--- src/rtl/mem_port_arbiter_if.sv ---
// -----------------------------------------------------------------------------
// mem_port_arbiter_if
// Bundles the three requester ports (host, data, instruction), the memory-side
// strobes and the status outputs of mem_port_arbiter.
//   slave  : arbiter view (requests and mem_rdata in; acks, rd_data, mem_*,
//            busy and owner out)
//   master : requester/memory-model view (directions mirrored)
// -----------------------------------------------------------------------------
interface mem_port_arbiter_if #(
  parameter int AW = 10,
  parameter int DW = 32
);
  // host / loader port
  logic          h_req;
  logic          h_we;
  logic [AW-1:0] h_addr;
  logic [DW-1:0] h_wdata;
  logic          h_ack;
  // data port (MEM stage)
  logic          d_req;
  logic          d_we;
  logic [AW-1:0] d_addr;
  logic [DW-1:0] d_wdata;
  logic          d_ack;
  // instruction fetch port (read only)
  logic          i_req;
  logic [AW-1:0] i_addr;
  logic          i_ack;
  // shared read return
  logic [DW-1:0] rd_data;
  // memory side
  logic          mem_en;
  logic          mem_we;
  logic [AW-1:0] mem_addr;
  logic [DW-1:0] mem_wdata;
  logic [DW-1:0] mem_rdata;
  // status
  logic          busy;
  logic [1:0]    owner;

  modport slave (
    input  h_req, h_we, h_addr, h_wdata,
    input  d_req, d_we, d_addr, d_wdata,
    input  i_req, i_addr,
    input  mem_rdata,
    output h_ack, d_ack, i_ack, rd_data,
    output mem_en, mem_we, mem_addr, mem_wdata,
    output busy, owner
  );

  modport master (
    output h_req, h_we, h_addr, h_wdata,
    output d_req, d_we, d_addr, d_wdata,
    output i_req, i_addr,
    output mem_rdata,
    input  h_ack, d_ack, i_ack, rd_data,
    input  mem_en, mem_we, mem_addr, mem_wdata,
    input  busy, owner
  );
endinterface

--- src/rtl/mem_port_arbiter.sv ---
// -----------------------------------------------------------------------------
// mem_port_arbiter
// Shares a single-ported unified instruction/data memory between the host,
// data and instruction requesters. One transaction at a time:
//   IDLE -> ISSUE (mem_en one cycle) -> [WAIT for reads] -> RESP (ack) -> IDLE
// Priority host > data > instr, except that instr is forced once STARVE_MAX
// data grants have been made while instr was waiting (host still wins).
// Ports:
//   clk    : clock, all state on the rising edge
//   rst_n  : asynchronous active-low reset
//   bus    : mem_port_arbiter_if.slave (requests, acks, rd_data, mem_*,
//            busy, owner)
// All outputs are driven straight from registers.
// -----------------------------------------------------------------------------
module mem_port_arbiter #(
  parameter int AW         = 10,
  parameter int DW         = 32,
  parameter int READ_LAT   = 2,
  parameter int STARVE_MAX = 4
) (
  input  logic                 clk,
  input  logic                 rst_n,
  mem_port_arbiter_if.slave    bus
);

  typedef enum logic [1:0] {
    ST_IDLE  = 2'd0,
    ST_ISSUE = 2'd1,
    ST_WAIT  = 2'd2,
    ST_RESP  = 2'd3
  } state_e;

  localparam logic [1:0] OWN_NONE  = 2'b00;
  localparam logic [1:0] OWN_INSTR = 2'b01;
  localparam logic [1:0] OWN_DATA  = 2'b10;
  localparam logic [1:0] OWN_HOST  = 2'b11;

  // WAIT counts down from READ_LAT-1 so mem_rdata is sampled READ_LAT cycles
  // after the mem_en cycle.
  localparam logic [2:0] CNT_LOAD   = 3'(READ_LAT - 1);
  localparam logic [3:0] STARVE_LIM = 4'(STARVE_MAX);

  state_e        state_q,     state_d;
  logic [1:0]    owner_q,     owner_d;
  logic [2:0]    cnt_q,       cnt_d;
  logic [3:0]    starve_q,    starve_d;
  logic          mem_en_q,    mem_en_d;
  logic          mem_we_q,    mem_we_d;
  logic [AW-1:0] mem_addr_q,  mem_addr_d;
  logic [DW-1:0] mem_wdata_q, mem_wdata_d;
  logic [DW-1:0] rd_data_q,   rd_data_d;
  logic          h_ack_q,     h_ack_d;
  logic          d_ack_q,     d_ack_d;
  logic          i_ack_q,     i_ack_d;
  logic          busy_q,      busy_d;

  // Next-state logic: arbitration in IDLE, sequencing through ISSUE/WAIT/RESP.
  always_comb begin
    state_d     = state_q;
    owner_d     = owner_q;
    cnt_d       = cnt_q;
    starve_d    = starve_q;
    mem_we_d    = mem_we_q;
    mem_addr_d  = mem_addr_q;
    mem_wdata_d = mem_wdata_q;
    rd_data_d   = rd_data_q;

    case (state_q)
      ST_IDLE: begin
        if (bus.h_req) begin
          // host grants leave the starvation count untouched
          state_d     = ST_ISSUE;
          owner_d     = OWN_HOST;
          mem_we_d    = bus.h_we;
          mem_addr_d  = bus.h_addr;
          mem_wdata_d = bus.h_wdata;
        end else if (bus.i_req && (starve_q == STARVE_LIM)) begin
          // starvation guard: instr overrides a pending data request
          state_d    = ST_ISSUE;
          owner_d    = OWN_INSTR;
          mem_we_d   = 1'b0;
          mem_addr_d = bus.i_addr;
          starve_d   = 4'd0;
        end else if (bus.d_req) begin
          state_d     = ST_ISSUE;
          owner_d     = OWN_DATA;
          mem_we_d    = bus.d_we;
          mem_addr_d  = bus.d_addr;
          mem_wdata_d = bus.d_wdata;
          if (bus.i_req && (starve_q != STARVE_LIM)) begin
            starve_d = starve_q + 4'd1;
          end else begin
            starve_d = starve_q;
          end
        end else if (bus.i_req) begin
          state_d    = ST_ISSUE;
          owner_d    = OWN_INSTR;
          mem_we_d   = 1'b0;
          mem_addr_d = bus.i_addr;
          starve_d   = 4'd0;
        end else begin
          state_d = ST_IDLE;
        end
      end

      ST_ISSUE: begin
        if (mem_we_q) begin
          state_d = ST_RESP;
        end else begin
          state_d = ST_WAIT;
          cnt_d   = CNT_LOAD;
        end
      end

      ST_WAIT: begin
        if (cnt_q == 3'd0) begin
          rd_data_d = bus.mem_rdata;
          state_d   = ST_RESP;
        end else begin
          cnt_d = cnt_q - 3'd1;
        end
      end

      ST_RESP: begin
        state_d = ST_IDLE;
        owner_d = OWN_NONE;
      end

      default: begin
        state_d = ST_IDLE;
        owner_d = OWN_NONE;
      end
    endcase
  end

  // Registered strobes are precomputed from the next state; the ack goes to
  // whoever owns the transaction that is about to enter RESP.
  always_comb begin
    mem_en_d = (state_d == ST_ISSUE);
    busy_d   = (state_d != ST_IDLE);
    h_ack_d  = (state_d == ST_RESP) && (owner_q == OWN_HOST);
    d_ack_d  = (state_d == ST_RESP) && (owner_q == OWN_DATA);
    i_ack_d  = (state_d == ST_RESP) && (owner_q == OWN_INSTR);
  end

  // State and output registers with asynchronous reset.
  always_ff @(posedge clk or negedge rst_n) begin
    if (!rst_n) begin
      state_q     <= ST_IDLE;
      owner_q     <= OWN_NONE;
      cnt_q       <= 3'd0;
      starve_q    <= 4'd0;
      mem_en_q    <= 1'b0;
      mem_we_q    <= 1'b0;
      mem_addr_q  <= {AW{1'b0}};
      mem_wdata_q <= {DW{1'b0}};
      rd_data_q   <= {DW{1'b0}};
      h_ack_q     <= 1'b0;
      d_ack_q     <= 1'b0;
      i_ack_q     <= 1'b0;
      busy_q      <= 1'b0;
    end else begin
      state_q     <= state_d;
      owner_q     <= owner_d;
      cnt_q       <= cnt_d;
      starve_q    <= starve_d;
      mem_en_q    <= mem_en_d;
      mem_we_q    <= mem_we_d;
      mem_addr_q  <= mem_addr_d;
      mem_wdata_q <= mem_wdata_d;
      rd_data_q   <= rd_data_d;
      h_ack_q     <= h_ack_d;
      d_ack_q     <= d_ack_d;
      i_ack_q     <= i_ack_d;
      busy_q      <= busy_d;
    end
  end

  assign bus.mem_en    = mem_en_q;
  assign bus.mem_we    = mem_we_q;
  assign bus.mem_addr  = mem_addr_q;
  assign bus.mem_wdata = mem_wdata_q;
  assign bus.rd_data   = rd_data_q;
  assign bus.h_ack     = h_ack_q;
  assign bus.d_ack     = d_ack_q;
  assign bus.i_ack     = i_ack_q;
  assign bus.busy      = busy_q;
  assign bus.owner     = owner_q;

endmodule
--- src/flat_wrapper.sv ---
// flat-port wrapper written by rule: the top's interface ports become plain ports
module mem_port_arbiter_flat 
#(
  parameter int AW         = 10,
  parameter int DW         = 32,
  parameter int READ_LAT   = 2,
  parameter int STARVE_MAX = 4
)
  (clk, rst_n, bus_h_req, bus_h_we, bus_h_addr, bus_h_wdata, bus_d_req, bus_d_we, bus_d_addr, bus_d_wdata, bus_i_req, bus_i_addr, bus_mem_rdata, bus_h_ack, bus_d_ack, bus_i_ack, bus_rd_data, bus_mem_en, bus_mem_we, bus_mem_addr, bus_mem_wdata, bus_busy, bus_owner);
  mem_port_arbiter_if #(.AW(AW), .DW(DW)) bus_i ();
  input  logic clk;
  input  logic rst_n;
  input wire logic [$bits(bus_i.h_req)-1:0] bus_h_req;
  input wire logic [$bits(bus_i.h_we)-1:0] bus_h_we;
  input wire logic [$bits(bus_i.h_addr)-1:0] bus_h_addr;
  input wire logic [$bits(bus_i.h_wdata)-1:0] bus_h_wdata;
  input wire logic [$bits(bus_i.d_req)-1:0] bus_d_req;
  input wire logic [$bits(bus_i.d_we)-1:0] bus_d_we;
  input wire logic [$bits(bus_i.d_addr)-1:0] bus_d_addr;
  input wire logic [$bits(bus_i.d_wdata)-1:0] bus_d_wdata;
  input wire logic [$bits(bus_i.i_req)-1:0] bus_i_req;
  input wire logic [$bits(bus_i.i_addr)-1:0] bus_i_addr;
  input wire logic [$bits(bus_i.mem_rdata)-1:0] bus_mem_rdata;
  output wire logic [$bits(bus_i.h_ack)-1:0] bus_h_ack;
  output wire logic [$bits(bus_i.d_ack)-1:0] bus_d_ack;
  output wire logic [$bits(bus_i.i_ack)-1:0] bus_i_ack;
  output wire logic [$bits(bus_i.rd_data)-1:0] bus_rd_data;
  output wire logic [$bits(bus_i.mem_en)-1:0] bus_mem_en;
  output wire logic [$bits(bus_i.mem_we)-1:0] bus_mem_we;
  output wire logic [$bits(bus_i.mem_addr)-1:0] bus_mem_addr;
  output wire logic [$bits(bus_i.mem_wdata)-1:0] bus_mem_wdata;
  output wire logic [$bits(bus_i.busy)-1:0] bus_busy;
  output wire logic [$bits(bus_i.owner)-1:0] bus_owner;
  assign bus_i.h_req = bus_h_req;
  assign bus_i.h_we = bus_h_we;
  assign bus_i.h_addr = bus_h_addr;
  assign bus_i.h_wdata = bus_h_wdata;
  assign bus_i.d_req = bus_d_req;
  assign bus_i.d_we = bus_d_we;
  assign bus_i.d_addr = bus_d_addr;
  assign bus_i.d_wdata = bus_d_wdata;
  assign bus_i.i_req = bus_i_req;
  assign bus_i.i_addr = bus_i_addr;
  assign bus_i.mem_rdata = bus_mem_rdata;
  assign bus_h_ack = bus_i.h_ack;
  assign bus_d_ack = bus_i.d_ack;
  assign bus_i_ack = bus_i.i_ack;
  assign bus_rd_data = bus_i.rd_data;
  assign bus_mem_en = bus_i.mem_en;
  assign bus_mem_we = bus_i.mem_we;
  assign bus_mem_addr = bus_i.mem_addr;
  assign bus_mem_wdata = bus_i.mem_wdata;
  assign bus_busy = bus_i.busy;
  assign bus_owner = bus_i.owner;
  mem_port_arbiter #(.AW(AW), .DW(DW), .READ_LAT(READ_LAT), .STARVE_MAX(STARVE_MAX)) u_core (.clk(clk), .rst_n(rst_n), .bus(bus_i));
endmodule
--- config.mk ---
export PLATFORM = sky130hd
export DESIGN_NAME = mem_port_arbiter_flat
export DESIGN_NICKNAME = d
export VERILOG_FILES = /design/src/rtl/mem_port_arbiter_if.sv /design/src/rtl/mem_port_arbiter.sv /design/src/flat_wrapper.sv
export SDC_FILE = /design/constraint.sdc
export NUM_CORES = 1
export LEC_CHECK = 0
export ABC_CLOCK_PERIOD_IN_PS = 2300
export BUFFER_PORTS_ARGS = -buffer_cell sky130_fd_sc_hd__buf_2
export CAP_MARGIN = 0
export CORE_AREA = 2 2 78 117
export DETAILED_ROUTE_END_ITERATION = 16
export DIE_AREA = 0 0 80 119
export GPL_TIMING_DRIVEN = 0
export HOLD_SLACK_MARGIN = 0.02
export PLACE_DENSITY_LB_ADDON = 0.1
export SYNTH_ARGS = -nofsm -noshare
export SYNTH_HDL_FRONTEND = slang
export SYNTH_SLANG_ARGS = --single-unit
--- constraint.sdc ---
create_clock -name clk -period 2.3 [get_ports clk]
set_input_delay 0.345 -clock clk [delete_from_list [all_inputs] [get_ports clk]]
set_output_delay 0.345 -clock clk [all_outputs]
set_load 0.01 [all_outputs]
After elaboration in Yosys (flattened, before gate mapping)
Index checks and enable logic that the tools add are counted.
{"block": "totals", "in_bits": 133, "ff_bits": 91, "elab_cells": 80}
{"block": "op_classes", "n_bitwise": 1, "eq_ne": 15, "reduce_logical": 19, "n_addsub": 2, "muxes": 30}
{"op": "$mux 32", "count": 3}
{"op": "$mux 10", "count": 4}
{"op": "$mux 2", "count": 8}
{"op": "$mux 4", "count": 4}
{"op": "$eq 2x2->1 const B", "count": 5}
{"op": "$pmux 2 s4", "count": 1}
{"op": "$reduce_bool 2->1", "count": 4}
{"op": "$eq 2x1->1 const B", "count": 3}
{"op": "$mux 1", "count": 6}
{"op": "$mux 3", "count": 2}
{"op": "$ne 2x2->1 const B", "count": 3}
{"op": "$pmux 3 s2", "count": 1}
{"op": "$reduce_and 2->1", "count": 3}
{"op": "$reduce_and 3->1", "count": 2}
{"op": "$logic_and 1x1->1", "count": 5}
{"op": "$ne 5x4->1 const B", "count": 1}
{"op": "$add 4x1->4 const B", "count": 1}
{"op": "$eq 4x3->1 const B", "count": 1}
{"op": "$ne 4x3->1 const B", "count": 1}
{"op": "$pmux 2 s2", "count": 1}
{"op": "$reduce_and 4->1", "count": 1}
{"op": "$reduce_bool 4->1", "count": 1}
{"op": "$logic_not 3->1", "count": 1}
{"op": "$ne 3x1->1 const B", "count": 1}
{"op": "4 further kinds", "count": 4}

Longest topological paths before layout
{"block": "logic_depth", "ltp_word": 7, "ltp_mapped": 8, "ltp_nobuf": 6}

Worst setup path before layout
No wires, ideal clock.
{"block": "synth_path", "path_kind": "register to register", "startpoint": "register u_core.state_q[0]", "endpoint": "register u_core.starve_q[3]", "arrival_time_ns": 1.534, "n_path_buf": 1, "period_less_slack_ns": 1.603, "required_time_ns": 2.231, "path_stages_with_launch": 7, "slack_ns": 0.697, "cell_sequence": "dfrtp_1 > inv_1 > ha_1 > buf_4 > nand3_1 > or4_1 > nand3_1"}
{"block": "synth_via", "elab_chain_cells": 2}
{"item": "start: declaration", "line": "mem_port_arbiter.sv:43", "rtl": "state_e state_q, state_d;"}
{"item": "start signal: assignment", "line": "mem_port_arbiter.sv:163", "rtl": "state_q <= state_d;"}
{"item": "$logic_not 2->1", "line": "mem_port_arbiter.sv:68", "rtl": "case (state_q)"}
{"item": "$reduce_and 4->1 (no source line)"}
{"item": "end signal: assignment", "line": "mem_port_arbiter.sv:166", "rtl": "starve_q <= starve_d;"}
{"item": "end: declaration", "line": "mem_port_arbiter.sv:46", "rtl": "logic [3:0] starve_q, starve_d;"}
No other way between the ends.
A chain may end at the register's enable or synchronous reset.

Final worst setup path
{"block": "layout_path", "startpoint": "register u_core.state_q[0]", "endpoint": "register u_core.mem_addr_q[7] (netlist: u_core.bus.mem_addr[7])"}
{"block": "layout_via", "elab_chain_cells": 2}
{"item": "$logic_not 2->1", "line": "mem_port_arbiter.sv:68"}
{"item": "$reduce_and 2->1 (no source line)"}
{"item": "end signal: assignment", "line": "mem_port_arbiter.sv:155", "rtl": "mem_addr_q <= {AW{1'b0}};"}
{"item": "end signal: assignment", "line": "mem_port_arbiter.sv:169", "rtl": "mem_addr_q <= mem_addr_d;"}
{"item": "end: declaration", "line": "mem_port_arbiter.sv:49", "rtl": "logic [AW-1:0] mem_addr_q, mem_addr_d;"}
No other way between the ends.

==> results.md <==
* Asr flop ratio synth at 100.0%
* Max Cap Violations at 0
* Startpoint Class: flop
* Sw frac at a little under two fifths
* Root buffer cell: clkbuf_16
* Most frequent cell after synthesis: dfrtp_1
* ANT nets after route at 0
* CP Capture Type: flop
* Max-slew headroom at ~59%
* Htree depth at 3
* P_int at 5.052 mW
* Area of the core at 8618 um2
* FMAX at 491.8 MHz
* Buf+Inv Stages, Crit Path at 3
* Arr. time, crit path at about 2300 ps
* P&R area growth vs syn at 38.19%
* Number of setup buffers added after CTS at 0
* FILL cells at 700
* Top cells by area, synth: dfrtp_1, o22ai_1, mux2_2, a21oi_1, ha_1
* Final Hold Vio Count at 0
* Hold Crit Class: in -> async
* Grt ovf at 0
* Chip Width at 80 um
* Layout cells sized above 1 at 48.47%
* Hold buffer count at cts at 0
* Yosys top cell by area: dfrtp_1
* Final Slew Violations at 0
* R2R depth at 7
* N_diodes at 0
* Clk Latency, worst-skew pair at 350 ps
* First-pass GRT wire length at 18,790 um
* Syn_nets at 500
* Synth top area share at 55.83%
* CTS tree: built
* Slew of the pin with the lowest slew margin at 613.3 ps
* Initial Util at 47.33%
* Global Route Usage Sum at 25.45%
* Wire per inst at 17.42 um
* PostCTS Resize Cnt at 0
* Max stage delay on crit path at between 400 and 500 ps
* Storage cell area at about 2300 um2
* Clk sinks at 91
* Sw Pwr at just over 3 mW
* Post-synth EDFFs at 0
* Clock transition at the registers of the reported paths at 70 ps
* Post-synthesis cell count at 358
* DR iter-0 viols at 119
* Crit path kind: reg -> reg
* Register area share after synthesis at a little under three fifths
* Clk buf depth at 2
* CTS buffer count at 9
* Combinational power share at 44.3%
* Vias per cell at between 5 and 6
* Initial antenna violation count at 0
* Via count at between 3,000 and 4,000
* P per Cell Area at 1444 nW/um2
* Drt total wl at around 12,000 um
* Top cells by count, synth: dfrtp_1, o22ai_1, a21oi_1
* Critical path depth at 7
* DRT Pass-1 Iters at 4
* Final net count at 725
* IO Pins at roughly 220
* Synthesis Warnings at 0
* Vias in the first global route at between 3,000 and 4,000
* Final worst path period share at 88.41%
* Cell Rows at between 40 and 50
* Largest net degree at the start of global routing at 48
* DIE AREA at 9520 um2
* Footprint of the multi-input gates at 1623 um2
* CP max-delay cell: clkbuf_1
* Status: completed
* Minimum clock period at between 2000 and 2500 ps
* Crit path max fanout at 10
* Max VDD drop at between 600 and 700 uV
* Clock Skews at between 7 and 8 ps
* LEAKAGE at approximately 2.7 nW
* Endpoints failing setup at 0
* Critical Path RT at 2560 ps
* Cell area after synthesis at 4079 um2
* Final core utilization at 65.40%
* Ys flop type: dfrtp_1
* Syn_area_per_cell at ~11 um2
* Final RePlAce weighted congestion at 0.8503
* RSZ-0062 raised after global routing: false
* DRC Markers at 0
* PortBufs at between 200 and 250
* Height of the die at 119 um
* Dpl hpwl at 9144 um
* Post-synthesis cell type count at 34
* Share of total power in the clock network at 19.7%
* Final TNS setup at 0 ps
* Reg power frac at 36.0%
* Synthesized flop and latch total at 91
* CP top delay family: buffers and inverters
* Worst-path cell chain: inv_1, ha_1, buf_4, nand2_1, clkbuf_1, o22ai_1, a21oi_1
[sequential cells by signal (all words and copies together) (netlist names)]
| name | cells |
|---|---|
| u_core.cnt_q | 3 |
| u_core.bus.h_ack | 1 |
| u_core.bus.mem_addr | 10 |
| u_core.bus.i_ack | 1 |
| u_core.bus.mem_en | 1 |
| u_core.bus.mem_wdata | 32 |
| u_core.bus.mem_we | 1 |
| u_core.bus.d_ack | 1 |
| u_core.bus.rd_data | 32 |
| u_core.bus.busy | 1 |
| u_core.state_q | 2 |
| u_core.starve_q | 4 |
| u_core.bus.owner | 2 |
[worst register-to-register path, stage by stage (launching register included)]
cell      delay (ps)
dfrtp_1          400
inv_1             90
ha_1             220
buf_4            180
nand2_1          230
clkbuf_1         490
o22ai_1          170
a21oi_1          170
[logic make-up after synthesis]
logic type               synth area share (%)
AO/OA/AOI/OAI                           22.15
flip-flops                              55.83
AND/OR/NAND/NOR                         5.798
buffers and inverters                   4.386
multiplexers                            9.080
adder cells (fa/ha/maj)                 2.761
[power groups by stage]
stage	combinational (mW)	sequential (mW)	clock, mW
2_1_floorplan	1.88	3.25	0
5_1_grt	3.96	3.02	1.70
3_3_place_gp	3.50	2.90	0
4_1_cts	3.62	2.92	1.63
6_report	3.60	2.93	1.61
3_5_place_dp	3.62	2.94	0
[layout by cell type, fill, tap and decap left out, types with 7 or more instances in the layout]
cell type | netlist | routed
a21oi_1 | 45 | 45
dfrtp_1 | 91 | 91
buf_2 | 10 | 222
ha_1 | 9 | 9
mux2_2 | 32 | 32
nand3_1 | 7 | 7
clkbuf_1 | 11 | 11
clkbuf_16 | 0 | 9
nand2_1 | 20 | 20
inv_1 | 7 | 7
o22ai_1 | 75 | 75
[per-stage QoR]
stage / hold slack (ps) / power [mW] / cell area (um2) / cells / setup slack, ps
final: 13.09 / 8.138 / 5637 / 698 / 266.6
after global routing: 52.17 / 8.679 / 5637 / 698 / 132.5
after global placement: 481.7 / 6.398 / 5283 / 681 / 49.84
after floorplan: 49.41 / 5.128 / 4079 / 358 / 696.9
after detailed placement: 399.0 / 6.558 / 5313 / 682 / 299.3
after CTS: 26.53 / 8.173 / 5637 / 698 / 274.2
[layout make-up]
class                      instances  area share [%]
inverter                           8          0.5549
clock buffer                       9           3.996
sequential                        91           40.40
tap                              110           2.442
timing repair buffer             214           19.45
multi-input combinational        232           28.79
clock inverter                     7           1.754
buffer                            27           2.619
[worst paths after layout]
kind / start / to / slack, ps
worst max-delay path: u_core.state_q[0] / u_core.bus.mem_addr[7] / 270
worst min-delay path: rst_n / u_core.bus.rd_data[9] / 10
worst max register to register: u_core.state_q[0] / u_core.bus.mem_addr[7] / 270
worst min register to register: u_core.bus.rd_data[5] / u_core.bus.rd_data[5] / 500
max in group asynchronous: rst_n / u_core.bus.mem_wdata[2] / 1650
min in group clk: bus_mem_rdata[27] / u_core.bus.rd_data[27] / 230
[metal layers]
metal  routed length (um)  part of all wire [%]  global-route usage, %  up-vias
li1                     -                     -                      -     1813
met1                 4469                    37                  27.93     1861
met2                 6278                    52                  44.58      197
met3                 1033                   8.5                  7.500       28
met4                  374                   3.1                  11.02        0
met5                    0                     0                      0        -
Note: power is estimated with default switching activity, not from simulation.
